--- config.mk ---
export PLATFORM = sky130hd
export DESIGN_NAME = multicycle_ctrl_hs_flat
export DESIGN_NICKNAME = d
export VERILOG_FILES = /design/src/rtl/multicycle_ctrl_hs_if.sv /design/src/rtl/multicycle_ctrl_hs.sv /design/src/flat_wrapper.sv
export SDC_FILE = /design/constraint.sdc
export NUM_CORES = 1
export LEC_CHECK = 0
export BUFFER_PORTS_ARGS = -buffer_cell sky130_fd_sc_hd__buf_2
export CAP_MARGIN = 20
export CORE_MARGIN = 1.5
export CORE_UTILIZATION = 35
export CTS_BUF_LIST = sky130_fd_sc_hd__clkbuf_8
export DETAILED_ROUTE_END_ITERATION = 6
export HOLD_SLACK_MARGIN = 0.08
export PLACE_DENSITY = 0.6
export SETUP_SLACK_MARGIN = 0.15
export SYNTH_ARGS = -nofsm -noshare
export SYNTH_HDL_FRONTEND = slang
export SYNTH_SLANG_ARGS = --single-unit
--- constraint.sdc ---
create_clock -name clk -period 1.55 [get_ports clk]
set_input_delay 0.2325 -clock clk [delete_from_list [all_inputs] [get_ports clk]]
set_output_delay 0.2325 -clock clk [all_outputs]
set_load 0.02 [all_outputs]
--- src/rtl/multicycle_ctrl_hs_if.sv ---
// Control-unit bus: instruction/flag/memory-acknowledge inputs in,
// datapath control strobes and status out. The control unit is the master.
interface multicycle_ctrl_hs_if #(
  parameter int CNT_W = 32
);
  logic [31:0]      instr;
  logic             Zero;
  logic             dReady;
  logic [3:0]       ALUCtrl;
  logic             ALUSrc;
  logic             MemToReg;
  logic             RegWrite;
  logic             loadPC;
  logic             PCSrc;
  logic             MemRead;
  logic             MemWrite;
  logic [2:0]       state;
  logic             trap;
  logic [CNT_W-1:0] retired;

  modport master (
    input  instr, Zero, dReady,
    output ALUCtrl, ALUSrc, MemToReg, RegWrite, loadPC, PCSrc,
           MemRead, MemWrite, state, trap, retired
  );

  modport slave (
    output instr, Zero, dReady,
    input  ALUCtrl, ALUSrc, MemToReg, RegWrite, loadPC, PCSrc,
           MemRead, MemWrite, state, trap, retired
  );
endinterface

--- src/rtl/multicycle_ctrl_hs.sv ---
// Multicycle control unit for the RV32I-subset core: IF/ID/EX/MEM/WB sequencer
// with a variable-latency data-memory handshake, optional MEM timeout,
// optional MEM skip for non-memory instructions, BEQ/BNE, an illegal-instruction
// trap and a retired-instruction counter.
module multicycle_ctrl_hs #(
  parameter int SKIP_MEM    = 1,
  parameter int MEM_TIMEOUT = 16,
  parameter int CNT_W       = 32
) (
  input logic                  clk,
  input logic                  rst,
  multicycle_ctrl_hs_if.master bus
);

  typedef enum logic [2:0] {
    S_IF   = 3'b000,
    S_ID   = 3'b001,
    S_EX   = 3'b010,
    S_MEM  = 3'b011,
    S_WB   = 3'b100,
    S_TRAP = 3'b101
  } state_t;

  localparam logic [6:0] OP_LOAD   = 7'b0000011;
  localparam logic [6:0] OP_STORE  = 7'b0100011;
  localparam logic [6:0] OP_BRANCH = 7'b1100011;
  localparam logic [6:0] OP_IMM    = 7'b0010011;
  localparam logic [6:0] OP_REG    = 7'b0110011;

  localparam logic [3:0] ALU_AND = 4'b0000;
  localparam logic [3:0] ALU_OR  = 4'b0001;
  localparam logic [3:0] ALU_ADD = 4'b0010;
  localparam logic [3:0] ALU_SUB = 4'b0110;
  localparam logic [3:0] ALU_LT  = 4'b0111;
  localparam logic [3:0] ALU_SRL = 4'b1000;
  localparam logic [3:0] ALU_SLL = 4'b1001;
  localparam logic [3:0] ALU_SRA = 4'b1010;
  localparam logic [3:0] ALU_XOR = 4'b1101;

  // The wait counter only has to reach MEM_TIMEOUT-1; with the timeout
  // disabled it is a harmless 1-bit wrapping counter.
  localparam int WAIT_W = (MEM_TIMEOUT > 1) ? $clog2(MEM_TIMEOUT) : 1;
  localparam logic [WAIT_W-1:0] TIMEOUT_LAST =
    WAIT_W'((MEM_TIMEOUT > 0) ? MEM_TIMEOUT - 1 : 0);

  state_t            state_q, state_d;
  logic [WAIT_W-1:0] wait_q;
  logic [CNT_W-1:0]  retired_q;

  logic [6:0] opcode;
  logic [2:0] funct3;
  logic [6:0] funct7;
  logic       is_lw, is_sw, is_beq, is_bne, is_ialu, is_ralu;
  logic       is_mem, legal;
  logic [3:0] alu_ctrl;

  logic unused_fields;

  assign opcode = bus.instr[6:0];
  assign funct3 = bus.instr[14:12];
  assign funct7 = bus.instr[31:25];

  // Register numbers are consumed by the datapath, not by the controller.
  assign unused_fields = ^{bus.instr[24:15], bus.instr[11:7]};

  // Instruction classification; anything not matched here is illegal.
  always_comb begin
    is_lw   = (opcode == OP_LOAD)  && (funct3 == 3'b010);
    is_sw   = (opcode == OP_STORE) && (funct3 == 3'b010);
    is_beq  = (opcode == OP_BRANCH) && (funct3 == 3'b000);
    is_bne  = (opcode == OP_BRANCH) && (funct3 == 3'b001);
    is_ialu = (opcode == OP_IMM) &&
              ((funct3 != 3'b101) || (funct7 == 7'b0000000) || (funct7 == 7'b0100000));
    is_ralu = (opcode == OP_REG) &&
              (((funct7 == 7'b0000000) && (funct3 != 3'b011)) ||
               ((funct7 == 7'b0100000) && ((funct3 == 3'b000) || (funct3 == 3'b101))));
    is_mem  = is_lw || is_sw;
    legal   = is_mem || is_beq || is_bne || is_ialu || is_ralu;
  end

  // ALU operation select; SLTI and SLTIU both use the LT operation.
  always_comb begin
    alu_ctrl = ALU_AND;
    if (is_mem) begin
      alu_ctrl = ALU_ADD;
    end else if (is_beq || is_bne) begin
      alu_ctrl = ALU_SUB;
    end else if (is_ialu || is_ralu) begin
      case (funct3)
        3'b000:  alu_ctrl = (is_ralu && funct7[5]) ? ALU_SUB : ALU_ADD;
        3'b001:  alu_ctrl = ALU_SLL;
        3'b010:  alu_ctrl = ALU_LT;
        3'b011:  alu_ctrl = ALU_LT;
        3'b100:  alu_ctrl = ALU_XOR;
        3'b101:  alu_ctrl = funct7[5] ? ALU_SRA : ALU_SRL;
        3'b110:  alu_ctrl = ALU_OR;
        default: alu_ctrl = ALU_AND;
      endcase
    end
  end

  // State register.
  always_ff @(posedge clk) begin
    if (rst) state_q <= S_IF;
    else     state_q <= state_d;
  end

  // Next-state logic; dReady takes priority over the timeout in the last MEM cycle.
  always_comb begin
    state_d = state_q;
    case (state_q)
      S_IF:   state_d = S_ID;
      S_ID:   state_d = legal ? S_EX : S_TRAP;
      S_EX:   state_d = (is_mem || (SKIP_MEM == 0)) ? S_MEM : S_WB;
      S_MEM: begin
        if (!is_mem || bus.dReady)
          state_d = S_WB;
        else if ((MEM_TIMEOUT > 0) && (wait_q == TIMEOUT_LAST))
          state_d = S_TRAP;
        else
          state_d = S_MEM;
      end
      S_WB:   state_d = S_IF;
      S_TRAP: state_d = S_TRAP;
      default: state_d = S_IF;
    endcase
  end

  // MEM wait counter: zero outside MEM, so it is clear on every MEM entry.
  always_ff @(posedge clk) begin
    if (rst)                  wait_q <= '0;
    else if (state_q != S_MEM) wait_q <= '0;
    else if (!bus.dReady)     wait_q <= wait_q + WAIT_W'(1);
  end

  // Retired-instruction counter, bumped once per WB cycle and wrapping.
  always_ff @(posedge clk) begin
    if (rst)                  retired_q <= '0;
    else if (state_q == S_WB) retired_q <= retired_q + CNT_W'(1);
  end

  assign bus.state    = state_q;
  assign bus.trap     = (state_q == S_TRAP);
  assign bus.retired  = retired_q;
  assign bus.MemRead  = (state_q == S_MEM) && is_lw;
  assign bus.MemWrite = (state_q == S_MEM) && is_sw;
  assign bus.loadPC   = (state_q == S_WB);
  assign bus.RegWrite = (state_q == S_WB) && (is_lw || is_ialu || is_ralu);
  assign bus.ALUCtrl  = alu_ctrl;
  assign bus.ALUSrc   = is_lw || is_sw || is_ialu;
  assign bus.MemToReg = is_lw;
  assign bus.PCSrc    = (is_beq && bus.Zero) || (is_bne && !bus.Zero);

endmodule

--- src/flat_wrapper.sv ---
// flat-port wrapper written by rule: the top's interface ports become plain ports
module multicycle_ctrl_hs_flat 
#(
  parameter int SKIP_MEM    = 1,
  parameter int MEM_TIMEOUT = 16,
  parameter int CNT_W       = 32
)
  (clk, rst, bus_instr, bus_Zero, bus_dReady, bus_ALUCtrl, bus_ALUSrc, bus_MemToReg, bus_RegWrite, bus_loadPC, bus_PCSrc, bus_MemRead, bus_MemWrite, bus_state, bus_trap, bus_retired);
  multicycle_ctrl_hs_if #(.CNT_W(CNT_W)) bus_i ();
  input logic clk;
  input logic rst;
  input wire logic [$bits(bus_i.instr)-1:0] bus_instr;
  input wire logic [$bits(bus_i.Zero)-1:0] bus_Zero;
  input wire logic [$bits(bus_i.dReady)-1:0] bus_dReady;
  output wire logic [$bits(bus_i.ALUCtrl)-1:0] bus_ALUCtrl;
  output wire logic [$bits(bus_i.ALUSrc)-1:0] bus_ALUSrc;
  output wire logic [$bits(bus_i.MemToReg)-1:0] bus_MemToReg;
  output wire logic [$bits(bus_i.RegWrite)-1:0] bus_RegWrite;
  output wire logic [$bits(bus_i.loadPC)-1:0] bus_loadPC;
  output wire logic [$bits(bus_i.PCSrc)-1:0] bus_PCSrc;
  output wire logic [$bits(bus_i.MemRead)-1:0] bus_MemRead;
  output wire logic [$bits(bus_i.MemWrite)-1:0] bus_MemWrite;
  output wire logic [$bits(bus_i.state)-1:0] bus_state;
  output wire logic [$bits(bus_i.trap)-1:0] bus_trap;
  output wire logic [$bits(bus_i.retired)-1:0] bus_retired;
  assign bus_i.instr = bus_instr;
  assign bus_i.Zero = bus_Zero;
  assign bus_i.dReady = bus_dReady;
  assign bus_ALUCtrl = bus_i.ALUCtrl;
  assign bus_ALUSrc = bus_i.ALUSrc;
  assign bus_MemToReg = bus_i.MemToReg;
  assign bus_RegWrite = bus_i.RegWrite;
  assign bus_loadPC = bus_i.loadPC;
  assign bus_PCSrc = bus_i.PCSrc;
  assign bus_MemRead = bus_i.MemRead;
  assign bus_MemWrite = bus_i.MemWrite;
  assign bus_state = bus_i.state;
  assign bus_trap = bus_i.trap;
  assign bus_retired = bus_i.retired;
  multicycle_ctrl_hs #(.SKIP_MEM(SKIP_MEM), .MEM_TIMEOUT(MEM_TIMEOUT), .CNT_W(CNT_W)) u_core (.clk(clk), .rst(rst), .bus(bus_i));
endmodule
== Word-level counts from Yosys, hierarchy flattened ==
Index checks and enable logic that the tools add are counted.
Widths: inputs -> output; s select.

* Output and inout port bits: 47
* Input bits: 36
* Bits in registers: 39

* Add/subtract/negate cells: 2
* Equal/unequal tests: 21
* Reductions and logical operators: 37
* Mux-type cells: 11

{| class="wikitable"
|+ Operators with widths
! cell !! number
|-
| $add 32x1->32 const B || 1
|-
| $pmux 4 s6 || 1
|-
| $eq 7x6->1 const B || 3
|-
| $logic_or 1x1->1 || 16
|-
| $eq 3x3->1 const B || 5
|-
| $mux 3 || 5
|-
| $pmux 3 s5 || 1
|-
| $logic_and 1x1->1 || 14
|-
| $eq 3x2->1 const B || 4
|-
| $mux 4 || 3
|-
| $eq 7x2->1 const B || 1
|-
| $eq 7x5->1 const B || 1
|-
| $eq 7x7->1 const B || 1
|-
| $logic_not 7->1 || 1
|-
| $eq 3x1->1 const B || 2
|-
| $logic_not 3->1 || 2
|-
| $ne 3x2->1 const B || 2
|-
| $add 4x1->4 const B || 1
|-
| $eq 4x4->1 const B || 1
|-
| $reduce_or 2->1 || 2
|-
| $ne 3x3->1 const B || 1
|-
| $logic_not 1->1 || 2
|-
| $mux 2 || 1
|}

== Depth between registers and ports, before layout ==
* Word-level depth: 11
* Gate-level depth with buffers: 8

== Worst setup path after synthesis ==
OpenSTA, ideal clock, no wires.

* Path kind: register to output
* From: reg u_core.state_q[2] (netlist: u_core.bus.state[2])
* To: out bus_RegWrite
* Buffers on the path: 0
* Slack: -537 ps
* Arrival: 1,855 ps
* Stages on the path, launching flop included: 3
* Cells stage by stage: dfxtp_1 nor3b_1 a21boi_1

* Word-level cells in the longest chain between the ends: 2

{| class="wikitable"
|+ RTL lines
! element !! line !! RTL
|-
| start: declaration || multicycle_ctrl_hs.sv:46 || <nowiki>state_t state_q, state_d;</nowiki>
|-
| start signal: assignment || multicycle_ctrl_hs.sv:105 || <nowiki>else state_q <= state_d;</nowiki>
|-
| $eq 3x3->1 || -- ||
|-
| net bus_loadPC || flat_wrapper.sv:19 || <nowiki>output wire logic [$bits(bus_i.loadPC)-1:0] bus_loadPC;</nowiki>
|-
| $logic_and 1x1->1 || multicycle_ctrl_hs.sv:148 || <nowiki>assign bus.RegWrite = (state_q == S_WB) && (is_lw || is_ialu || is_ralu);</nowiki>
|-
| end: declaration || flat_wrapper.sv:18 || <nowiki>output wire logic [$bits(bus_i.RegWrite)-1:0] bus_RegWrite;</nowiki>
|}

The timed path passes the listed nets, and every way through them passes these cells.

== Final worst setup path ==
* From: in bus_instr[2]
* To: out bus_MemWrite

* Word-level cells in the longest chain between the ends: 3

{| class="wikitable"
|+ RTL lines
! element !! line !! RTL
|-
| start: declaration || flat_wrapper.sv:12 || <nowiki>input wire logic [$bits(bus_i.instr)-1:0] bus_instr;</nowiki>
|-
| $eq 7x6->1 || multicycle_ctrl_hs.sv:69 || <nowiki>is_sw = (opcode == OP_STORE) && (funct3 == 3'b010);</nowiki>
|-
| $logic_and 1x1->1 || multicycle_ctrl_hs.sv:69 ||
|-
| $logic_and 1x1->1 || multicycle_ctrl_hs.sv:146 || <nowiki>assign bus.MemWrite = (state_q == S_MEM) && is_sw;</nowiki>
|-
| end: declaration || flat_wrapper.sv:22 || <nowiki>output wire logic [$bits(bus_i.MemWrite)-1:0] bus_MemWrite;</nowiki>
|}

Every way passes these cells.

==> results.sh <==
export IMPL_ios=83
export IMPL_routed_wl_mm=6.17
export IMPL_grt_max_degree=20
export IMPL_overflow=0
export IMPL_ys_seq_area_frac=0.366
export IMPL_min_period_ns=1.75
export IMPL_syn_avg_cell_area_um2=8.43
export IMPL_route_detailed_drc=0
export IMPL_post_dp_hpwl_mm=4.16
export IMPL_failed_checks="negative setup slack"
export IMPL_holdBufCountCts=0
export IMPL_outcome="finished with violations"
export IMPL_r2r_end="u_core.bus.retired[31]"
export IMPL_setup_slack_ns=-0.200
export IMPL_synth_seq_cells=39
export IMPL_cpMaxStageDelayCell="or4b_4"
export IMPL_cts_tree="yes"
export IMPL_crit_top_cell="buf_6"
export IMPL_criticalPathCategory="primary input to primary output"
export IMPL_syn_inst=253
export IMPL_track_usage=0.193
export IMPL_placed_cells=434
export IMPL_die_w_um=81.1
export IMPL_cts_made_buffers=5
export IMPL_holdPathEnd="u_core.wait_q[0]"
export IMPL_drt_initial_drc_count=60
export IMPL_fillCellCount=498
export IMPL_synth_area_top_cells="dfxtp_1 (37%), xor2_1 (9.9%), nor2_1 (7.2%)"
export IMPL_avgRoutedWirePerCell_um=13.2
export IMPL_syn_nets=291
export IMPL_reg2reg_from="u_core.bus.state[1]"
export IMPL_power_density_nw_per_um2=563
export IMPL_ys_warn_count=0
export IMPL_start_util=0.362
export IMPL_viasPerCell=4.96
export IMPL_finalHoldViolCount=0
export IMPL_post_place_ws_ns=-0.287
export IMPL_fp_coreArea_um2=5890
export IMPL_final_util=0.633
export IMPL_crit_arrival_ns=1.52
export IMPL_hp_start="bus_dReady"
export IMPL_cts_sinks=39
export IMPL_synthFlopType="dfxtp_1"
export IMPL_path_cells="buf_6 -> nand4bb_4 -> buf_6 -> or4b_4 -> nor3_4 -> buf_6"
export IMPL_max_cap_violations=0
export IMPL_synth_async_reset_ratio=0
export IMPL_synth_area_um2=2130
export IMPL_maxSlewHeadroom=0.631
export IMPL_crit_fanout=3
export IMPL_clock_fmax_ghz=0.571
export IMPL_fin_nets=429
export IMPL_insertion_delay_ns=0.29
export IMPL_fin_cells=467
export IMPL_drtPass1Iterations=4
export IMPL_finalMaxSlewViolations=0
export IMPL_yosysTopAreaCell="dfxtp_1"
export IMPL_power_mw=2.10
export IMPL_cts_root_buf="clkbuf_8"
export IMPL_yosys_area_top_type_share=0.366
export IMPL_rrSetupSlack_ns=0.02
export IMPL_rr_worst_depth=6
export IMPL_grt_pass1_vias=2173
export IMPL_rows=28
export IMPL_num_vias=2316
export IMPL_cts_path_max_buffers=2
export IMPL_ir_drop_mv=0.323
export IMPL_clkTransAtPathRegs_ns=0.07
export IMPL_place_congestion=0.835
export IMPL_cp_required_ns=1.32
export IMPL_h_tree_depth=2
export IMPL_antenna_found_initial=0
export IMPL_worst_pin_slew_ns=0.548
export IMPL_hold_ws_ns=0.272
export IMPL_end_kind="primary output"
export IMPL_register_area_um2=820
export IMPL_hp_class="primary input to register"
export IMPL_synth_common_cells="nor2_1 (41), dfxtp_1 (39), xor2_1 (24)"
export IMPL_synthToLayoutAreaGrowth_pct=74.7
export IMPL_finClkSkew_ns=0.00878
export IMPL_ant_nets=0
export IMPL_die_area_um2=6570
export IMPL_synth_edf_count=0
export IMPL_multi_input_area_um2=1620
export IMPL_drive_above_1_share=0.592
export IMPL_grt_pass1_wl_mm=9.83
export IMPL_fin_crit_sh=1.13
export IMPL_start_kind="primary input"
export IMPL_crit_start="bus_instr[2]"
export IMPL_port_buffers=67
export IMPL_p_leak_nw=1.68
export IMPL_num_antenna_cells=0
export IMPL_ys_types=47
export IMPL_die_h_um=81.1
export IMPL_rsz0062_at_grt="yes"
export IMPL_finalSetupViolCount=10
export IMPL_yosysMostFrequentCell="nor2_1"
export IMPL_whs_path_depth=3
export IMPL_cpPeakStageDelay_ns=0.54
[layout make-up]
type                       instances  area share
tap                               75      0.0252
clock inverter                     2     0.00235
sequential                        39       0.220
clock buffer                       6      0.0222
multi-input combinational        195       0.433
inverter                           8     0.00806
timing repair buffer             142       0.289
[per-stage QoR]
step           TNS [ns]  cell area, um^2
2_1_floorplan    -0.876             2400
3_3_place_gp      -2.35             3150
3_5_place_dp      -2.49             3150
4_1_cts           -1.19             3580
5_1_grt           -2.29             3730
6_report          -1.23             3730
[routing by layer]
metal  up-vias  wire length (um)  track usage
met5         -                 0            0
met4         0               122       0.0724
met3        10               195       0.0326
met2        52              3100        0.343
met1      1100              2750        0.232
li1       1154                 -            -
[cell usage in the layout (no fill, tap or decap), drive strengths merged, types with 7 or more instances in the layout]
cell type  instances
xnor2             10
nor3b              7
inv                9
nand3             11
nor2              41
nand4             15
buf              142
xor2              24
nand2             19
dfxtp             39
[cells by family after synthesis]
| kind of cell | after synthesis | synth area share |
|---|---|---|
| multiplexers | 2 | 0.00938 |
| buffers and inverters | 20 | 0.0416 |
| AND/OR/NAND/NOR | 129 | 0.341 |
| AO/OA/AOI/OAI | 27 | 0.0909 |
| flip-flops | 39 | 0.366 |
| XOR/XNOR | 34 | 0.140 |
| adder cells (fa/ha/maj) | 2 | 0.0117 |
[worst max-delay path, delay by kind of cell]
kind / cells / cell delay (ns)
and+or+nand+nor: 3 / 0.90
buffers and inverters: 3 / 0.38
[registers in the layout (all words and copies together) (netlist names)]
name,count
u_core.wait_q,4
u_core.bus.retired,32
u_core.bus.state,3
[power breakdown]
| part | leakage [nW] | total (mW) | switching (mW) | internal (mW) |
|---|---|---|---|---|
| Clock | 0.0524 | 0.706 | 0.354 | 0.352 |
| Combinational | 1.30 | 0.380 | 0.189 | 0.191 |
| Sequential | 0.326 | 1.01 | 0.00908 | 1.01 |
[timing repair]
| item | in CTS | in global routing |
|---|---|---|
| setup buffers | 13 | 10 |
| setup endpoints to repair | 37 | 47 |
| pin swaps | 23 | 28 |
| gates cloned | 2 | 0 |
| resized for setup | 63 | 15 |
[how the worst max path moves through the flow]
stage	endpoint	slack, ns	depth (start not counted)
final	bus_MemWrite	-0.20	6
after global placement	bus_ALUCtrl[2]	-0.27	7
after detailed placement	bus_RegWrite	-0.29	8
after CTS	bus_ALUCtrl[2]	-0.21	7
after global routing	bus_RegWrite	-0.26	8
after floorplan	bus_ALUCtrl[2]	-0.09	6
(Power assumes the default switching activity.)
